File: config.mk
export PLATFORM = sky130hd
export DESIGN_NAME = ipl_loader_flat
export DESIGN_NICKNAME = d
export VERILOG_FILES = /design/src/rtl/ipl_loader_pkg.sv /design/src/rtl/ipl_loader_if.sv /design/src/rtl/ipl_byte_packer.sv /design/src/rtl/ipl_loader.sv /design/src/flat_wrapper.sv
export SDC_FILE = /design/constraint.sdc
export NUM_CORES = 1
export LEC_CHECK = 0
export CORE_ASPECT_RATIO = 1.5
export CORE_UTILIZATION = 40
export CTS_CLUSTER_DIAMETER = 40
export DETAILED_ROUTE_END_ITERATION = 10
export GPL_TIMING_DRIVEN = 1
export SLEW_MARGIN = 0
export SYNTH_ARGS = -nofsm -noshare
export SYNTH_HDL_FRONTEND = slang
export SYNTH_SLANG_ARGS = --single-unit
File: constraint.sdc
create_clock -name clk -period 10.6 [get_ports clk]
set_clock_uncertainty 0.2 [all_clocks]
set_input_delay 1.06 -clock clk [delete_from_list [all_inputs] [get_ports clk]]
set_output_delay 1.06 -clock clk [all_outputs]
set_load 0.02 [all_outputs]
File: src/rtl/ipl_loader_pkg.sv
// Shared types, Avalon lane constants and lane helpers for the IPL loader.
package ipl_loader_pkg;

  localparam int unsigned LANES  = 4;
  localparam int unsigned LANE_W = 8;
  localparam int unsigned DATA_W = LANES * LANE_W;
  localparam int unsigned CNT_W  = 3;
  localparam int unsigned SUM_W  = 16;

  typedef enum logic [2:0] {
    ST_IDLE,
    ST_FILL,
    ST_WRITE,
    ST_VREAD,
    ST_VWAIT,
    ST_DONE
  } state_e;

  typedef struct packed {
    logic [LANES-1:0]  be;
    logic [DATA_W-1:0] data;
  } word_t;

  // Low-lane enable mask for a word holding n valid bytes (0..4).
  function automatic logic [LANES-1:0] be_from_count(input logic [CNT_W-1:0] n);
    logic [LANES-1:0] be;
    be = '0;
    for (int i = 0; i < LANES; i++) begin
      if (CNT_W'(i) < n) be[i] = 1'b1;
    end
    return be;
  endfunction

  function automatic logic [SUM_W-1:0] lane_sum(input logic [DATA_W-1:0] d,
                                                input logic [LANES-1:0]  be);
    logic [SUM_W-1:0] s;
    s = '0;
    for (int i = 0; i < LANES; i++) begin
      if (be[i]) s = s + SUM_W'(d[i*LANE_W +: LANE_W]);
    end
    return s;
  endfunction

endpackage

File: src/rtl/ipl_loader_if.sv
// Byte stream sink plus Avalon-MM master bundle of the IPL loader.
interface ipl_loader_if
  import ipl_loader_pkg::*;
#(
  parameter int unsigned ADDR_W = 11
);
  logic              in_valid;
  logic [LANE_W-1:0] in_data;
  logic              in_ready;

  logic [ADDR_W-1:0] avm_address;
  logic              avm_write;
  logic              avm_read;
  logic [DATA_W-1:0] avm_writedata;
  logic [LANES-1:0]  avm_byteenable;
  logic              avm_waitrequest;
  logic [DATA_W-1:0] avm_readdata;

  modport master (
    input  in_valid, in_data, avm_waitrequest, avm_readdata,
    output in_ready, avm_address, avm_write, avm_read, avm_writedata, avm_byteenable
  );

  modport slave (
    output in_valid, in_data, avm_waitrequest, avm_readdata,
    input  in_ready, avm_address, avm_write, avm_read, avm_writedata, avm_byteenable
  );
endinterface

File: src/rtl/ipl_byte_packer.sv
// Packs bytes little-endian into 32-bit words, tracks tail enables and the byte checksum.
module ipl_byte_packer
  import ipl_loader_pkg::*;
(
  input  logic              clk,
  input  logic              reset_n,
  input  logic              clear_i,
  input  logic              push_i,
  input  logic [LANE_W-1:0] byte_i,
  input  logic              take_i,
  output word_t             word_o,
  output logic [CNT_W-1:0]  count_o,
  output logic [SUM_W-1:0]  checksum_o
);

  word_t            word_q, word_d;
  logic [CNT_W-1:0] cnt_q, cnt_d;
  logic [SUM_W-1:0] sum_q, sum_d;

  always_ff @(posedge clk or negedge reset_n) begin
    if (!reset_n) begin
      word_q <= '0;
      cnt_q  <= '0;
      sum_q  <= '0;
    end else begin
      word_q <= word_d;
      cnt_q  <= cnt_d;
      sum_q  <= sum_d;
    end
  end

  always_comb begin
    word_d = word_q;
    cnt_d  = cnt_q;
    sum_d  = sum_q;
    if (clear_i || take_i) begin
      word_d.data = '0;
      cnt_d       = '0;
    end
    if (clear_i) sum_d = '0;
    if (push_i) begin
      for (int i = 0; i < LANES; i++) begin
        if (cnt_q == CNT_W'(i)) word_d.data[i*LANE_W +: LANE_W] = byte_i;
      end
      cnt_d = cnt_q + CNT_W'(1);
      sum_d = sum_q + SUM_W'(byte_i);
    end
    // Enables follow the fill level so a partial tail word only exposes its valid lanes.
    word_d.be = be_from_count(cnt_d);
  end

  assign word_o     = word_q;
  assign count_o    = cnt_q;
  assign checksum_o = sum_q;

endmodule

File: src/rtl/ipl_loader.sv
// Streams a byte image into word memory over Avalon-MM, then reads it back and verifies the sum.
module ipl_loader
  import ipl_loader_pkg::*;
#(
  parameter int unsigned ADDR_W = 11,
  parameter int unsigned LEN_W  = 13
) (
  input  logic              clk,
  input  logic              reset_n,
  input  logic              start,
  input  logic [ADDR_W-1:0] base_addr,
  input  logic [LEN_W-1:0]  byte_len,
  ipl_loader_if.master      bus,
  output logic              busy,
  output logic              done,
  output logic              error,
  output logic [SUM_W-1:0]  checksum
);

  state_e            state_q, state_d;
  logic [ADDR_W-1:0] base_q, base_d;
  logic [ADDR_W-1:0] addr_q, addr_d;
  logic [LEN_W-1:0]  len_q, len_d;
  logic [LEN_W-1:0]  left_q, left_d;
  logic [LEN_W-1:0]  vleft_q, vleft_d;
  logic [SUM_W-1:0]  vsum_q, vsum_d;
  logic              error_q, error_d;
  logic              busy_q, done_q, wr_q, rd_q, rdy_q;
  logic [LANES-1:0]  rd_be_q;
  logic [CNT_W-1:0]  vcnt_d;

  logic              pk_clear, pk_push, pk_take;
  word_t             pk_word;
  logic [CNT_W-1:0]  pk_count;
  logic [SUM_W-1:0]  pk_sum;

  ipl_byte_packer u_packer (
    .clk        (clk),
    .reset_n    (reset_n),
    .clear_i    (pk_clear),
    .push_i     (pk_push),
    .byte_i     (bus.in_data),
    .take_i     (pk_take),
    .word_o     (pk_word),
    .count_o    (pk_count),
    .checksum_o (pk_sum)
  );

  always_ff @(posedge clk or negedge reset_n) begin
    if (!reset_n) begin
      state_q <= ST_IDLE;
      base_q  <= '0;
      addr_q  <= '0;
      len_q   <= '0;
      left_q  <= '0;
      vleft_q <= '0;
      vsum_q  <= '0;
      error_q <= 1'b0;
      busy_q  <= 1'b0;
      done_q  <= 1'b0;
      wr_q    <= 1'b0;
      rd_q    <= 1'b0;
      rdy_q   <= 1'b0;
      rd_be_q <= '0;
    end else begin
      state_q <= state_d;
      base_q  <= base_d;
      addr_q  <= addr_d;
      len_q   <= len_d;
      left_q  <= left_d;
      vleft_q <= vleft_d;
      vsum_q  <= vsum_d;
      error_q <= error_d;
      busy_q  <= (state_d == ST_FILL) || (state_d == ST_WRITE) ||
                 (state_d == ST_VREAD) || (state_d == ST_VWAIT);
      done_q  <= (state_d == ST_DONE);
      wr_q    <= (state_d == ST_WRITE);
      rd_q    <= (state_d == ST_VREAD);
      rdy_q   <= (state_d == ST_FILL);
      rd_be_q <= be_from_count(vcnt_d);
    end
  end

  always_comb begin
    state_d  = state_q;
    base_d   = base_q;
    addr_d   = addr_q;
    len_d    = len_q;
    left_d   = left_q;
    vleft_d  = vleft_q;
    vsum_d   = vsum_q;
    error_d  = error_q;
    pk_clear = 1'b0;
    pk_push  = 1'b0;
    pk_take  = 1'b0;

    unique case (state_q)
      ST_IDLE, ST_DONE: begin
        if (start) begin
          base_d   = base_addr;
          addr_d   = base_addr;
          len_d    = byte_len;
          left_d   = byte_len;
          vleft_d  = '0;
          vsum_d   = '0;
          error_d  = 1'b0;
          pk_clear = 1'b1;
          state_d  = (byte_len == '0) ? ST_DONE : ST_FILL;
        end
      end
      ST_FILL: begin
        if (bus.in_valid) begin
          pk_push = 1'b1;
          left_d  = left_q - LEN_W'(1);
          if ((pk_count == CNT_W'(LANES - 1)) || (left_q == LEN_W'(1))) state_d = ST_WRITE;
        end
      end
      ST_WRITE: begin
        if (!bus.avm_waitrequest) begin
          pk_take = 1'b1;
          addr_d  = addr_q + ADDR_W'(1);
          if (left_q != '0) begin
            state_d = ST_FILL;
          end else begin
            addr_d  = base_q;
            vleft_d = len_q;
            state_d = ST_VREAD;
          end
        end
      end
      ST_VREAD: begin
        if (!bus.avm_waitrequest) state_d = ST_VWAIT;
      end
      ST_VWAIT: begin
        vsum_d = vsum_q + lane_sum(bus.avm_readdata, rd_be_q);
        addr_d = addr_q + ADDR_W'(1);
        if (vleft_q <= LEN_W'(LANES)) begin
          vleft_d = '0;
          error_d = (vsum_d != pk_sum);
          state_d = ST_DONE;
        end else begin
          vleft_d = vleft_q - LEN_W'(LANES);
          state_d = ST_VREAD;
        end
      end
      default: state_d = ST_IDLE;
    endcase

    // Read enables for the word about to be verified mirror the write tail rule.
    vcnt_d = (vleft_d >= LEN_W'(LANES)) ? CNT_W'(LANES) : CNT_W'(vleft_d);
  end

  assign bus.in_ready       = rdy_q;
  assign bus.avm_write      = wr_q;
  assign bus.avm_read       = rd_q;
  assign bus.avm_address    = (wr_q || rd_q) ? addr_q : '0;
  assign bus.avm_writedata  = wr_q ? pk_word.data : '0;
  assign bus.avm_byteenable = wr_q ? pk_word.be : (rd_q ? rd_be_q : '0);

  assign busy     = busy_q;
  assign done     = done_q;
  assign error    = error_q;
  assign checksum = pk_sum;

endmodule

File: src/flat_wrapper.sv
// flat-port wrapper written by rule: the top's interface ports become plain ports
module ipl_loader_flat import ipl_loader_pkg::*;
#(
  parameter int unsigned ADDR_W = 11,
  parameter int unsigned LEN_W  = 13
)
  (clk, reset_n, start, base_addr, byte_len, busy, done, error, checksum, bus_in_valid, bus_in_data, bus_avm_waitrequest, bus_avm_readdata, bus_in_ready, bus_avm_address, bus_avm_write, bus_avm_read, bus_avm_writedata, bus_avm_byteenable);
  ipl_loader_if #(.ADDR_W(ADDR_W)) bus_i ();
  input  logic clk;
  input  logic reset_n;
  input  logic start;
  input  logic [ADDR_W-1:0] base_addr;
  input  logic [LEN_W-1:0] byte_len;
  output logic busy;
  output logic done;
  output logic error;
  output logic [SUM_W-1:0] checksum;
  input wire logic [$bits(bus_i.in_valid)-1:0] bus_in_valid;
  input wire logic [$bits(bus_i.in_data)-1:0] bus_in_data;
  input wire logic [$bits(bus_i.avm_waitrequest)-1:0] bus_avm_waitrequest;
  input wire logic [$bits(bus_i.avm_readdata)-1:0] bus_avm_readdata;
  output wire logic [$bits(bus_i.in_ready)-1:0] bus_in_ready;
  output wire logic [$bits(bus_i.avm_address)-1:0] bus_avm_address;
  output wire logic [$bits(bus_i.avm_write)-1:0] bus_avm_write;
  output wire logic [$bits(bus_i.avm_read)-1:0] bus_avm_read;
  output wire logic [$bits(bus_i.avm_writedata)-1:0] bus_avm_writedata;
  output wire logic [$bits(bus_i.avm_byteenable)-1:0] bus_avm_byteenable;
  assign bus_i.in_valid = bus_in_valid;
  assign bus_i.in_data = bus_in_data;
  assign bus_i.avm_waitrequest = bus_avm_waitrequest;
  assign bus_i.avm_readdata = bus_avm_readdata;
  assign bus_in_ready = bus_i.in_ready;
  assign bus_avm_address = bus_i.avm_address;
  assign bus_avm_write = bus_i.avm_write;
  assign bus_avm_read = bus_i.avm_read;
  assign bus_avm_writedata = bus_i.avm_writedata;
  assign bus_avm_byteenable = bus_i.avm_byteenable;
  ipl_loader #(.ADDR_W(ADDR_W), .LEN_W(LEN_W)) u_core (.clk(clk), .reset_n(reset_n), .start(start), .base_addr(base_addr), .byte_len(byte_len), .bus(bus_i), .busy(busy), .done(done), .error(error), .checksum(checksum));
endmodule
======== Word-level counts from Yosys, hierarchy flattened ========
Cells that the tools add are included.
storage, ports and cells
  register bits after elaboration ......... 145
  bits in latches ......................... 0
  bits in writable memories ............... 0
  bits in read-only memories .............. 0
  output and inout bits ................... 69
  logic and storage cells ................. 139
  memories kept ........................... 0
operators by class
  $add $sub $neg .......................... 9
  $mul .................................... 0
  divide/modulo/power cells ............... 0
  magnitude comparators ................... 10
  equal/unequal tests ..................... 19
  shift-type cells ........................ 0
  mux-type cells .......................... 63
  bitwise gates (word level) .............. 0
  reduce and logical (&&, ||, !) cells .... 20
operators with widths
  cell                     number
  $mux W16                 10
  $mux W32                 3
  $mux W13                 6
  $add A16 B8 Y16          4
  $mux W11                 4
  $mux W8                  5
  $pmux W13 S3             1
  $pmux W11 S3             1
  $pmux W16 S2             1
  $mux W3                  10
  $pmux W13 S2             1
  $eq A3 B2 Y1 const B     6
  $add A16 B16 Y16         1
  $mux W1                  16
  $ne A16 B16 Y1           1
  $pmux W3 S5              1
  $eq A13 B1 Y1 const B    1
  $ge A13 B3 Y1 const B    1
  $le A13 B3 Y1 const B    1
  $logic_not A13 Y1        1
  $reduce_bool A13 Y1      1
  $sub A13 B1 Y13 const B  1
  $sub A13 B3 Y13 const B  1
  $eq A3 B3 Y1 const B     4
  other kinds (17)         39

======== Logic depth before layout (Yosys ltp) ========
Gate-level depths: netlist of run 1.
  word-level depth ........................ 15
  depth in mapped cells ................... 33

======== Hierarchy ========
A second synthesis of run 1 with hierarchy kept.
unflattened totals
  cell total of the unflattened synthesis .. 1168
  area total of the unflattened synthesis .. 10137.2 µm²
modules (own cells, without submodules)
  module           times used  cells an instance  area an instance (µm²)  sequential area each (µm²)
  ipl_loader       1           889                7445.9                  2252.2
  ipl_byte_packer  1           279                2691.3                  1351.3

======== Worst setup path after synthesis of run 1 ========
OpenSTA, ideal clock, no wires.
  path kind ............................... input to register
  from .................................... input bus_avm_readdata[0]
  to ...................................... register u_core.error_q, in the netlist u_core.error
  data arrival time ....................... 6485 ps
  data required time ...................... 10269 ps
  path slack .............................. 3784 ps
  cell stages on the path ................. 28
  buffers on the path ..................... 1
  cell sequence ........................... and2_1 -> ha_1 -> fa_1 -> maj3_1 -> a32oi_1 -> xnor2_1 -> mux2i_1 -> ha_1 -> o21ai_0 -> nand2b_1 -> a211oi_1 -> nor2_1 -> mux2_2 -> ha_1 -> o21a_1 -> o31ai_1 -> xnor2_1 -> xnor2_1 -> ha_1 -> clkbuf_1 -> and3_1 -> nand2_1 -> o211a_1 -> o21ba_2 -> xnor2_1 -> o21ai_0 -> nor4_1 -> a31oi_1
between the ends
  word-level cells in the longest chain between the ends .. 15
RTL lines
  item                  RTL line              source
  start, declared       flat_wrapper.sv:21    input wire logic [$bits(bus_i.avm_readdata)-1:0] bus_avm_readdata;
  $mux W8 (*)           ipl_loader_pkg.sv:39  if (be[i]) s = s + SUM_W'(d[i*LANE_W +: LANE_W]);
  $mux W16 (*)          ipl_loader.sv:97      unique case (state_q)
  $add A16 B8 Y16       ipl_loader_pkg.sv:39
  $mux W16 (*)          ipl_loader_pkg.sv:39
  $mux W16 (*)          ipl_loader.sv:97
  $add A16 B8 Y16       ipl_loader_pkg.sv:39
  $mux W16 (*)          ipl_loader_pkg.sv:39
  $mux W16 (*)          ipl_loader.sv:97
  $add A16 B8 Y16       ipl_loader_pkg.sv:39
  $mux W16 (*)          ipl_loader_pkg.sv:39
  $mux W16 (*)          ipl_loader.sv:97
  $add A16 B16 Y16 (*)  ipl_loader.sv:135     vsum_d = vsum_q + lane_sum(bus.avm_readdata, rd_be_q);
  $ne A16 B16 Y1 (*)    ipl_loader.sv:139     error_d = (vsum_d != pk_sum);
  $mux W1 (*)           ipl_loader.sv:137     if (vleft_q <= LEN_W'(LANES)) begin
  $pmux W1 S2 (*)       ipl_loader.sv:97
  end signal, assigned  ipl_loader.sv:73      error_q <= error_d;
  end, declared         ipl_loader.sv:27      logic error_q, error_d;
Every way passes the cells marked *; elsewhere a longest branch is shown, timed or not. The select of a mux whose other input is x is not followed.
A chain may end at the register's enable or synchronous reset.

======== Worst setup path after layout of run 1 ========
Ends and elaborated chain as after synthesis.

==> metrics.md, run 1 <==
| Metric | Value |
|---|---|
| Post-synthesis adder-cell area fraction | a little under 8% |
| Sequential element share of the synthesized area | a little under two fifths |
| Cts hold-fix bufs | 0 |
| Post-placement cell area | between 10000 and 15000 µm² |
| Hold crit path type | reg2reg |
| Mux contribution to synthesized area | under 10% |
| Site Rows | 69 |
| Crit path required time | approximately 11 ns |
| CP Class | in2reg |
| Maxcap violations | 0 |
| Fraction of layout cells with a size suffix above 1 | under 10% |
| DP HPWL | approximately 20 mm |
| Leakage power | 5.22 nW |
| Family with the most delay on the worst path | adder cells |
| P per Cell Area | about 330 nW/µm² |
| Post-Syn Area | 9620 µm² |
| Fin. Hold Viols | 0 |
| Die area | about 25000 µm² |
| Die width | roughly 130 µm |
| Period utilization | around 70% |
| CP max stage cell | fa_1 |
| Reg2reg start | u_core.rd_be_q[0]$_DFF_PN0_ |
| Achievable Freq | 137 MHz |
| # setup viols final | 0 |
| Seq pwr share | about a quarter |
| Area growth syn-to-layout | 23.2% |
| First drt pass iteration count | 5 |
| Fin Setup TNS | 0 ns |
| Sum of buffers and inverters on the critical path | 1 |
| Cell Count, Final, Fillers Out | ~1600 |
| Compound-Gate Fraction of Synth Area | 21.4% |
| Routed vias/inst | 5.38 |
| Fill cells | between 2000 and 2500 |
| Seq cells post-synth | around 140 |
| Ys flop type | dfrtp_1 |
| Post-route DRC | 0 |
| Clock sinks | 144 |
| N_diodes | 0 |
| Post-Synthesis Net Count | around 1300 |
| CP max stage delay | around 0.44 ns |
| Initial Util | between 40% and 50% |
| Total track usage | 22.7% |
| CP Data Arrival Time | ~7.4 ns |
| Port Buffers | ~140 |
| Fin crit period | between 7 and 8 ns |
| Post-Synth Simple-Gate Area | 22.6% |
| Final ANT Viol Nets | 0 |
| First-pass GRT wire length | about 43 mm |
| Worst hold margin | about 0.28 ns |
| Setup bufs post-CTS | 0 |
| Hold path startpoint | u_core.len_q[4]$_DFFE_PN0P_ |
| Routed vias | roughly 8600 |
| 1st-iter DRT viols | between 400 and 500 |
| Post-CTS sizing | 0 |
| Worst slew pin tran | roughly 1 ns |
| Vias in the first global route | 8315 |
| Clk pwr share | ~15% |
| Max VDD drop | 0.000185 V |
| Final WL | between 20 and 30 mm |
| Synth area leader | dfrtp_1 |
| Core footprint | approximately 24000 µm² |
| Crit path capture type | flip-flop |
| Pin count of the biggest net entering global routing | between 70 and 80 |
| Worst skew pair latency | roughly 0.43 ns |
| H-tree levels | 4 |
| Synth warnings | 0 |
| Die Span Y | 192 µm |
| Placed insts | about 1600 |
| Syn_area_per_cell | around 8.4 µm² |
| Unrepaired setup endpoints after global routing | false |
| Clock transition at path regs | 0.06 ns |
| Area contributors post-synth | dfrtp_1 (37%), nand2_1 (7.8%), ha_1 (6.8%) |
| Worst-path fanout max | 6 |
| Pins Over Slew Limit | 0 |
| Num CTS Buffers | 17 |
| Status | completed |
| Final Cell Area | around 12000 µm² |
| Internal power | approximately 2.1 mW |
| CTS Buffer Depth | 2 |
| Xor/xnor share of the synthesized area | around 5.0% |
| Ports | 138 |
| CP startpoint | bus_avm_readdata[0] |
| Sw frac | between 40% and 50% |
| Largest family of logic cells by synthesized area | simple AND/OR/NAND/NOR gates |
| Placer Congestion | approximately 0.84 |
| Async SR Flop Fraction | 100% |
| P_sw | between 1.5 and 2 mW |
| Nets | ~1400 |
| Antenna violations before repair | 0 |
| Synth unique cells | 78 |
| Comb power frac | around 59% |
| Routed len/inst | 16.9 µm |
| Number of flops mapped to enable cells by yosys | 0 |
| Crit start category | primary input |
| Share of the synthesized area in the top cell type | 37.5% |
| CTS tree | done |
| Slew HR | around a third |
| Grt ovf | 0 |
| Gate Count Post-Synth | ~1100 |
| CTS root buf | clkbuf_16 |
routing by layer:
metal	wire, µm	global-route usage [%]	part of all wire, %
met1	11300	26.9	42
met2	13800	39.9	51
met3	1010	3.84	3.7
met4	926	10.0	3.4
met5	0	0	0
cells in the final DEF, fill, tap and decap left out, types with 12 or more instances in the layout:
cell type / synthesis / routed
clkbuf_16: 0 / 17
nor2b_1: 18 / 18
clkdlybuf4s50_1: 0 / 136
a21oi_1: 62 / 62
and2_1: 41 / 41
xnor2_1: 32 / 32
o21ai_0: 106 / 106
xor2_1: 20 / 20
nor2_1: 78 / 76
a22o_1: 20 / 20
nand3_1: 33 / 33
ha_1: 52 / 52
inv_1: 46 / 46
nand2_1: 200 / 200
o21a_1: 12 / 12
nor3_1: 27 / 27
dfrtp_1: 144 / 144
a21o_1: 20 / 20
buf_4: 0 / 13
power by group through the flow:
stage / combinational (mW) / sequential (mW) / clock (mW)
2_1_floorplan: 1.77 / 0.932 / 0
3_3_place_gp: 2.29 / 1.00 / 0
3_5_place_dp: 2.32 / 1.01 / 0
4_1_cts: 2.33 / 1.00 / 0.596
5_1_grt: 2.61 / 1.03 / 0.616
6_report: 2.32 / 1.00 / 0.583
synth_stat cells (3+ instances only):
cell type / instances
nand2_1: 200
dfrtp_1: 144
o21ai_0: 106
nor2_1: 78
a21oi_1: 62
ha_1: 52
inv_1: 46
and2_1: 41
clkbuf_1: 38
nand3_1: 33
xnor2_1: 32
nor3_1: 27
a21o_1: 20
a22o_1: 20
xor2_1: 20
nor2b_1: 18
buf_1: 13
o21a_1: 12
a31oi_1: 10
a221oi_1: 9
and3_1: 9
nand2b_1: 9
nor4_1: 9
o31ai_1: 9
mux2_2: 8
a211oi_1: 7
a22oi_1: 7
o21bai_1: 7
o22ai_1: 7
mux2i_1: 6
nand4_1: 6
or2_2: 6
or3_1: 6
a221o_1: 5
fa_1: 5
o21ai_1: 5
nor3b_1: 4
a211o_1: 3
o22a_1: 3
or4_4: 3
worst min-delay path, delay by kind of cell (launching register included):
kind,cells,cell delay [ns]
flip-flops,1,0.34
AND/OR/NAND/NOR,2,0.10
layout make-up:
| cell class | instances | area (µm²) | area share [%] |
|---|---|---|---|
| Inverter | 46 | 173 | 1.46 |
| Clock buffer | 21 | 460 | 3.89 |
| Tap cell | 319 | 399 | 3.37 |
| Clock inverter | 11 | 105 | 0.887 |
| Timing Repair Buffer | 150 | 1470 | 12.4 |
| Sequential cell | 144 | 3600 | 30.4 |
| Multi-Input combinational cell | 905 | 5630 | 47.6 |
final timing paths:
check / endpoint / slack [ns] / cells past startpoint
setup / recovery: u_core.error$_DFFE_PN0P_ / 3.30 / 28
hold / removal: u_core.len_q[4]$_DFFE_PN0P_ / 0.28 / 2
setup reg to reg: u_core.error$_DFFE_PN0P_ / 3.57 / 27
hold reg to reg: u_core.len_q[4]$_DFFE_PN0P_ / 0.28 / 2
max in group asynchronous: u_core.len_q[5]$_DFFE_PN0P_ / 8.34 / 2
min in group asynchronous: u_core.base_q[10]$_DFFE_PN0P_ / 0.44 / 1
cells by family (layout without fill, tap and decap cells):
kind of cell	Yosys count	count (layout)
simple gates	461	461
compound gates	319	319
flops	144	144
buf+inv	100	228
fa+ha+maj	58	58
xor+xnor	53	53
mux	14	14
registers in the layout (all words and copies together), names as in the netlist:
signal,flops
u_core.base_q,11
u_core.vsum_q,16
u_core.error,1
u_core.rd_be_q,4
u_core.bus.avm_write,1
u_core.vleft_q,13
u_core.left_q,13
u_core.u_packer.checksum_o,16
u_core.busy,1
u_core.state_q,3
u_core.len_q,13
u_core.addr_q,11
u_core.u_packer.count_o,3
u_core.bus.in_ready,1
u_core.bus.avm_read,1
u_core.u_packer.word_o,35
u_core.done,1
stage by stage:
step	total power [mW]	setup slack, ns	utilization, %
CTS	3.93	3.33	50.1
global route	4.26	2.77	50.1
detailed placement	3.33	2.90	47.7
global placement	3.29	3.01	47.7
finish	3.91	3.30	50.1
floorplan	2.70	3.78	-
(Power assumes the default switching activity.)
==> run 2: changes to the inputs <==
==> constraint.sdc (replaced) <==
create_clock -name clk -period 6.1 [get_ports clk]
set_clock_uncertainty 0.2 [all_clocks]
set_input_delay 0.61 -clock clk [delete_from_list [all_inputs] [get_ports clk]]
set_output_delay 0.61 -clock clk [all_outputs]
set_load 0.02 [all_outputs]
==> run 2 against run 1 <==
- global-route usage is 1.5 points higher
- sequential share of layout area is 2.8 points lower
- the flow now finishes with violations (negative setup slack)
- non-clock buffer count rose by 98
- highest routed layer unchanged
- first-iteration DRC count is 7.0% lower
- final area is 10% higher
- die area is the same
- register-to-register slack lost 3.7 ns
==> metrics.md, run 2 (synthesized netlist as in run 1, its figures left out) <==
| Metric | Value |
|---|---|
| Leakage power | 5.79 nW (was 5.22 nW) |
| H-tree levels | 4 (unchanged) |
| Crit-path most repeated cell | ha_4 |
| P per Cell Area | 609 nW/µm² (was 330 nW/µm²) |
| Pin count of the biggest net entering global routing | 102 (was 76) |
| Site Rows | 69 (unchanged) |
| CP Class | reg2reg (was in2reg) |
| Antenna violations before repair | 0 (unchanged) |
| CTS Buffer Depth | 2 (unchanged) |
| First drt pass iteration count | 7 (was 5) |
| CTS tree | done (unchanged) |
| Ports | 138 (unchanged) |
| Fin Setup TNS | -0.212 ns (was 0 ns) |
| Crit start category | flip-flop (was primary input) |
| DP Worst Slack | -0.827 ns (was 2.90 ns) |
| Final Core Density | 55.1% (was 50.1%) |
| Routed len/inst | 17.1 µm (was 16.9 µm) |
| FF-to-FF path depth | 27 (unchanged) |
| First-pass GRT wire length | 46.0 mm (was 43.1 mm) |
| Worst hold margin | 0.0637 ns (was 0.276 ns) |
| Final WL | 29.0 mm (was 27.0 mm) |
| Die Span Y | 192 µm (unchanged) |
| CP max stage delay | 0.47 ns (was 0.44 ns) |
| Family with the most delay on the worst path | adder cells (unchanged) |
| Fraction of layout cells with a size suffix above 1 | 16.8% (was 5.72%) |
| # setup viols final | 3 (was 0) |
| CP startpoint | u_core.rd_be_q[0]$_DFF_PN0_ (was bus_avm_readdata[0]) |
| Unrepaired setup endpoints after global routing | true (was false) |
| Clock transition at path regs | 0.06 ns (about the same) |
| CP max stage cell | dfrtp_2 (was fa_1) |
| Fin crit period | between 6 and 7 ns |
| Sum of buffers and inverters on the critical path | 1 (unchanged) |
| Port Buffers | 137 (unchanged) |
| CP Data Arrival Time | 6.33 ns (was 7.40 ns) |
| Worst slew pin tran | 0.995 ns (was 0.975 ns) |
| Routed vias | 9056 (was 8580) |
| Period utilization | 102% |
| DP HPWL | 20.8 mm (was 20.0 mm) |
| Worst skew pair latency | 0.43 ns (about the same) |
| N_diodes | 0 (unchanged) |
| Die area | 24700 µm² (unchanged) |
| Cell depth of the worst setup path | 27 (was 28) |
| Num CTS Buffers | 17 (unchanged) |
| Setup ws final | -0.128 ns (was 3.30 ns) |
| Status | complete, but fails checks (was completed) |
| Commonest non-fill, non-tap cell in the layout | nand2_1 (unchanged) |
| Slew HR | 33.7% (was 35.0%) |
| Most frequent cells in the layout | nand2_1 (199), dfrtp_1 (143), clkdlybuf4s50_1 (135) (was nand2_1 (200), dfrtp_1 (144), clkdlybuf4s50_1 (136)) |
| Grt ovf | 0 (unchanged) |
| FF-to-FF End | u_core.error$_DFFE_PN0P_ (unchanged) |
| Fill cells | 2281 (was 2339) |
| Initial Util | 40.6% (unchanged) |
| Post-route DRC | 0 (unchanged) |
| Nets | 1488 (was 1390) |
| Failing checks | negative setup slack |
| Total track usage | 24.2% (was 22.7%) |
| Pins Over Slew Limit | 0 (unchanged) |
| Clock sinks | 144 (unchanged) |
| Routed vias/inst | 5.35 (was 5.38) |
| Number of flip-flops in the largest register | 35 (unchanged) |
| Maxcap violations | 0 (unchanged) |
| Area growth syn-to-layout | 35.5% (was 23.2%) |
| 1st-iter DRT viols | 438 (was 471) |
| Cts hold-fix bufs | 0 (unchanged) |
| Achievable Freq | roughly 160 MHz |
| Die width | 129 µm (unchanged) |
| Reg2reg start | u_core.rd_be_q[0]$_DFF_PN0_ (unchanged) |
| Placer Congestion | 0.901 (was 0.836) |
| Vias in the first global route | 8983 (was 8315) |
| Hold crit path type | in2async (was reg2reg) |
| Crit path required time | 6.20 ns (was 10.70 ns) |
| CTS root buf | clkbuf_16 (unchanged) |
| Worst Setup EP | u_core.error$_DFFE_PN0P_ (unchanged) |
| Worst reg2reg setup slack | -0.13 ns (was 3.57 ns) |
| Max VDD drop | 0.000381 V (was 0.000185 V) |
| Final Power | 7.93 mW (was 3.91 mW) |
| Worst-path fanout max | 3 (was 6) |
| Crit path capture type | flip-flop (unchanged) |
| Final ANT Viol Nets | 0 (unchanged) |
| Core footprint | 23700 µm² (unchanged) |
| Fin. Hold Viols | 0 (unchanged) |
-- run 2: changes by cell type in the layout (fill, tap and decap cells not counted), moves of 7 or more --
cell | before | now
o21ai_1 | 5 | 12
buf_4 | 13 | 105
ha_4 | 0 | 7
o21ai_0 | 106 | 97
ha_1 | 52 | 43
a21oi_1 | 62 | 52
a21oi_2 | 0 | 10
-- run 2: through the flow --
step	std cells	cell area [µm²]
after CTS	1680	12700
after detailed placement	1637	11800
after floorplan	1149	9630
after global placement	1637	11800
after global routing	1694	13000
final	1694	13000
-- run 2: worst reg2reg max path: cells and delay by family (launching register included) --
kind | cells | cell delay (ns)
AOI/OAI and AO/OA | 9 | 1.54
xor gates and xnor gates | 2 | 0.35
DFF | 1 | 0.47
muxes | 2 | 0.55
and+or+nand+nor | 7 | 1.24
adders and majority gates | 6 | 1.60
buffers and inverters | 1 | 0.14
-- run 2: final cells by class --
class	count	area [µm²]	area share [%]
Multi-Input combinational cell	905	6010	46.1
Clock inverter	12	156	1.20
Inverter	46	173	1.33
Tap cell	319	399	3.06
Sequential cell	144	3600	27.7
Clock buffer	20	457	3.51
Timing Repair Buffer	248	2230	17.1
-- run 2: power by group --
part / switching, mW / internal (mW) / leakage [nW]
clock network: 0.425 / 0.667 / 0.301
registers: 0.376 / 1.34 / 1.86
logic: 2.67 / 2.44 / 3.63
-- run 2: repair_timing --
action	in CTS	in global routing
buffers inserted	11	14
resized for setup	32	51
pin swaps	33	53
endpoints found under the setup margin	7	9
-- run 2: worst min-delay path by stage --
stage,startpoint,to,cells past startpoint
after floorplan,reset_n,u_core.addr_q[0]$_DFFE_PN0P_,0
after global placement,u_core.base_q[6]$_DFFE_PN0P_,u_core.base_q[6]$_DFFE_PN0P_,2
after detailed placement,u_core.len_q[8]$_DFFE_PN0P_,u_core.len_q[8]$_DFFE_PN0P_,2
after CTS,reset_n,u_core.addr_q[8]$_DFFE_PN0P_,1
after global routing,reset_n,u_core.base_q[5]$_DFFE_PN0P_,1
final,reset_n,u_core.base_q[5]$_DFFE_PN0P_,1
-- run 2: routing by layer --
layer,vias to the layer above,wire (µm),global-route usage (%)
met1,4366,11800,26.9
met4,0,670,10.7
met5,-,0,0
met2,181,15600,45.2
met3,44,991,3.54
li1,4465,-,-
==> run 3: changes to the inputs <==
--- a/config.mk
+++ b/config.mk
@@ -6,7 +6,7 @@
 export NUM_CORES = 1
 export LEC_CHECK = 0
 export CORE_ASPECT_RATIO = 1.5
-export CORE_UTILIZATION = 40
+export CORE_UTILIZATION = 30
 export CTS_CLUSTER_DIAMETER = 40
 export DETAILED_ROUTE_END_ITERATION = 10
 export GPL_TIMING_DRIVEN = 1
==> run 3 against run 2 <==
- the flow still finishes with violations (negative setup slack)
- sequential power about the same
- first-iteration DRC count down 4.8%
- power down 0.71%
- critical path depth up 5
- sequential share of layout area down 0.31 points
- core utilization down 13 points
- final area up 1.1%
- wire length up 5.4%
- non-clock buffer count down 3
- largest power group unchanged
- combinational power down 1%
- largest cell class unchanged
==> metrics.md, run 3 (synthesized netlist as in run 1, its figures left out) <==
| Metric | Value |
|---|---|
| Status | complete, but fails checks (unchanged) |
| Failing checks | negative setup slack (unchanged) |
| Placer Congestion | 0.876 (was 0.901) |
| CP Class | reg2reg (unchanged) |
| Vias in the first global route | 9208 (was 8983) |
| Period utilization | 103% (was 102%) |
| Worst skew pair latency | 0.44 ns (was 0.43 ns) |
| Most frequent cells in the layout | nand2_1 (198), dfrtp_1 (144), clkdlybuf4s50_1 (132) (was nand2_1 (199), dfrtp_1 (143), clkdlybuf4s50_1 (135)) |
| Maxcap violations | 0 (unchanged) |
| Total track usage | 19.0% (was 24.2%) |
| Antenna violations before repair | 0 (unchanged) |
| Crit start category | flip-flop (unchanged) |
| CP startpoint | u_core.rd_be_q[0]$_DFF_PN0_ (unchanged) |
| Die area | 32800 µm² (was 24700 µm²) |
| Num CTS Buffers | 17 (unchanged) |
| CP Data Arrival Time | 6.38 ns (was 6.33 ns) |
| Post-placement cell area | 12000 µm² (was 11800 µm²) |
| CTS Buffer Depth | 2 (unchanged) |
| Final Cell Area | 13200 µm² (was 13000 µm²) |
| Routed vias | 9082 (was 9056) |
| Ports | 138 (unchanged) |
| Crit path required time | 6.22 ns (was 6.20 ns) |
| Die width | 148 µm (was 129 µm) |
| Cts hold-fix bufs | 0 (unchanged) |
| Worst slew pin tran | 1.06 ns (was 0.995 ns) |
| CP max stage cell | dfrtp_1 (was dfrtp_2) |
| Final WL | 30.6 mm (was 29.0 mm) |
| Clock transition at path regs | 0.06 ns (about the same) |
| Initial Util | 30.8% (was 40.6%) |
| Die Span Y | 221 µm (was 192 µm) |
| Crit path capture type | flip-flop (unchanged) |
| Max VDD drop | 0.000273 V (was 0.000381 V) |
| Grt ovf | 0 (unchanged) |
| First-pass GRT wire length | 48.8 mm (was 46.0 mm) |
| P per Cell Area | 598 nW/µm² (was 609 nW/µm²) |
| Reg2reg start | u_core.rd_be_q[0]$_DFF_PN0_ (unchanged) |
| Area growth syn-to-layout | 37.0% (was 35.5%) |
| Fill cells | 3124 (was 2281) |
| Fin. Hold Viols | 0 (unchanged) |
| Port Buffers | 137 (unchanged) |
| Routed vias/inst | 5.11 (was 5.35) |
| First drt pass iteration count | 5 (was 7) |
| Final Core Density | 42.2% (was 55.1%) |
| # setup viols final | 1 (was 3) |
| Fin crit period | 6.27 ns (was 6.23 ns) |
| Slew HR | 29.6% (was 33.7%) |
| Number of flip-flops in the largest register | 35 (unchanged) |
| Routed len/inst | 17.2 µm (was 17.1 µm) |
| 1st-iter DRT viols | 417 (was 438) |
| Leakage power | 5.78 nW (was 5.79 nW) |
| Nets | 1485 (was 1488) |
| Hold crit path type | in2async (unchanged) |
| Unrepaired setup endpoints after global routing | true (unchanged) |
| Site Rows | 79 (was 69) |
| Pin count of the biggest net entering global routing | 93 (was 102) |
| CTS tree | done (unchanged) |
| Worst reg2reg setup slack | -0.17 ns (was -0.13 ns) |
| Post-route DRC | 0 (unchanged) |
| Fraction of layout cells with a size suffix above 1 | 16.8% (about the same) |
| Commonest non-fill, non-tap cell in the layout | nand2_1 (unchanged) |
| H-tree levels | 4 (unchanged) |
| CP max stage delay | 0.41 ns (was 0.47 ns) |
| DP HPWL | 22.7 mm (was 20.8 mm) |
| Worst-path fanout max | 4 (was 3) |
| Achievable Freq | 160 MHz (was 161 MHz) |
| N_diodes | 0 (unchanged) |
| CTS root buf | clkbuf_16 (unchanged) |
| Setup ws final | -0.167 ns (was -0.128 ns) |
| Core footprint | 31200 µm² (was 23700 µm²) |
| Clock sinks | 144 (unchanged) |
| Pins Over Slew Limit | 0 (unchanged) |
| Final ANT Viol Nets | 0 (unchanged) |
==> run 3: cell count changes in the layout (fill, tap and decap cells not counted), moves of 2 or more <==
| cell | delta |
|---|---|
| o21ai_1 | -4 |
| buf_4 | -7 |
| dlymetal6s2s_1 | +2 |
| inv_6 | -2 |
| clkinvlp_4 | +3 |
| clkdlybuf4s50_1 | -3 |
| o21a_4 | -2 |
| a21oi_2 | -2 |
| ha_1 | -2 |
| ha_4 | +3 |
| buf_6 | +6 |
| o21ai_4 | +2 |
==> run 3: repair_timing <==
action,in CTS,in global routing
pin swaps,40,54
resized for setup,50,46
setup buffers,4,11
endpoints found under the setup margin,7,9
==> run 3: layout make-up <==
| type | instances | area (µm²) | area share [%] |
|---|---|---|---|
| Tap cell | 405 | 507 | 3.85 |
| Multi-Input combinational cell | 905 | 6060 | 46.0 |
| Sequential cell | 144 | 3600 | 27.4 |
| Inverter | 46 | 173 | 1.31 |
| Clock inverter | 13 | 161 | 1.23 |
| Timing Repair Buffer | 245 | 2220 | 16.9 |
| Clock buffer | 19 | 443 | 3.36 |
==> run 3: where the power goes <==
part	internal (mW)	switching [mW]
registers	1.34	0.387
clock network	0.653	0.431
logic	2.37	2.69
total	4.36	3.51
==> run 3: final timing paths <==
kind / end / cells past startpoint
hold reg to reg: u_core.len_q[8]$_DFFE_PN0P_ / 2
hold / removal: u_core.u_packer.word_o[8]$_DFF_PN0_ / 1
setup / recovery: u_core.error$_DFFE_PN0P_ / 32
max in group asynchronous: u_core.left_q[1]$_DFFE_PN0P_ / 2
min in group clk: u_core.len_q[8]$_DFFE_PN0P_ / 2
setup reg to reg: u_core.error$_DFFE_PN0P_ / 32
==> run 3: metrics by stage <==
step	cells	setup WS (ns)	hold WS, ns	power [mW]	setup TNS, ns
after floorplan	1149	-0.0639	0.114	4.71	-0.0639
after CTS	1769	-0.311	0.0913	7.68	-0.510
after global routing	1777	-0.499	0.121	8.53	-1.48
final	1777	-0.167	0.0273	7.87	-0.167
after global placement	1733	-0.817	0.258	6.30	-4.76
after detailed placement	1733	-0.909	0.264	6.39	-5.53
==> run 3: worst max-delay path: cells and delay by family (launching register included) <==
| family | cells | cell delay, ns |
|---|---|---|
| AND/OR/NAND/NOR | 11 | 1.69 |
| flip-flops | 1 | 0.41 |
| XOR/XNOR | 4 | 0.63 |
| buffers and inverters | 3 | 0.37 |
| adder cells (fa/ha/maj) | 5 | 1.31 |
| multiplexers | 1 | 0.15 |
| AO/OA/AOI/OAI | 8 | 1.40 |
==> run 3: per-layer routing <==
layer	part of all wire [%]	global-route usage [%]	routed length, µm
met1	40	21.4	12200
met2	52	33.8	15900
met3	3.5	2.97	1070
met4	4.8	10.2	1460
met5	0	0	0
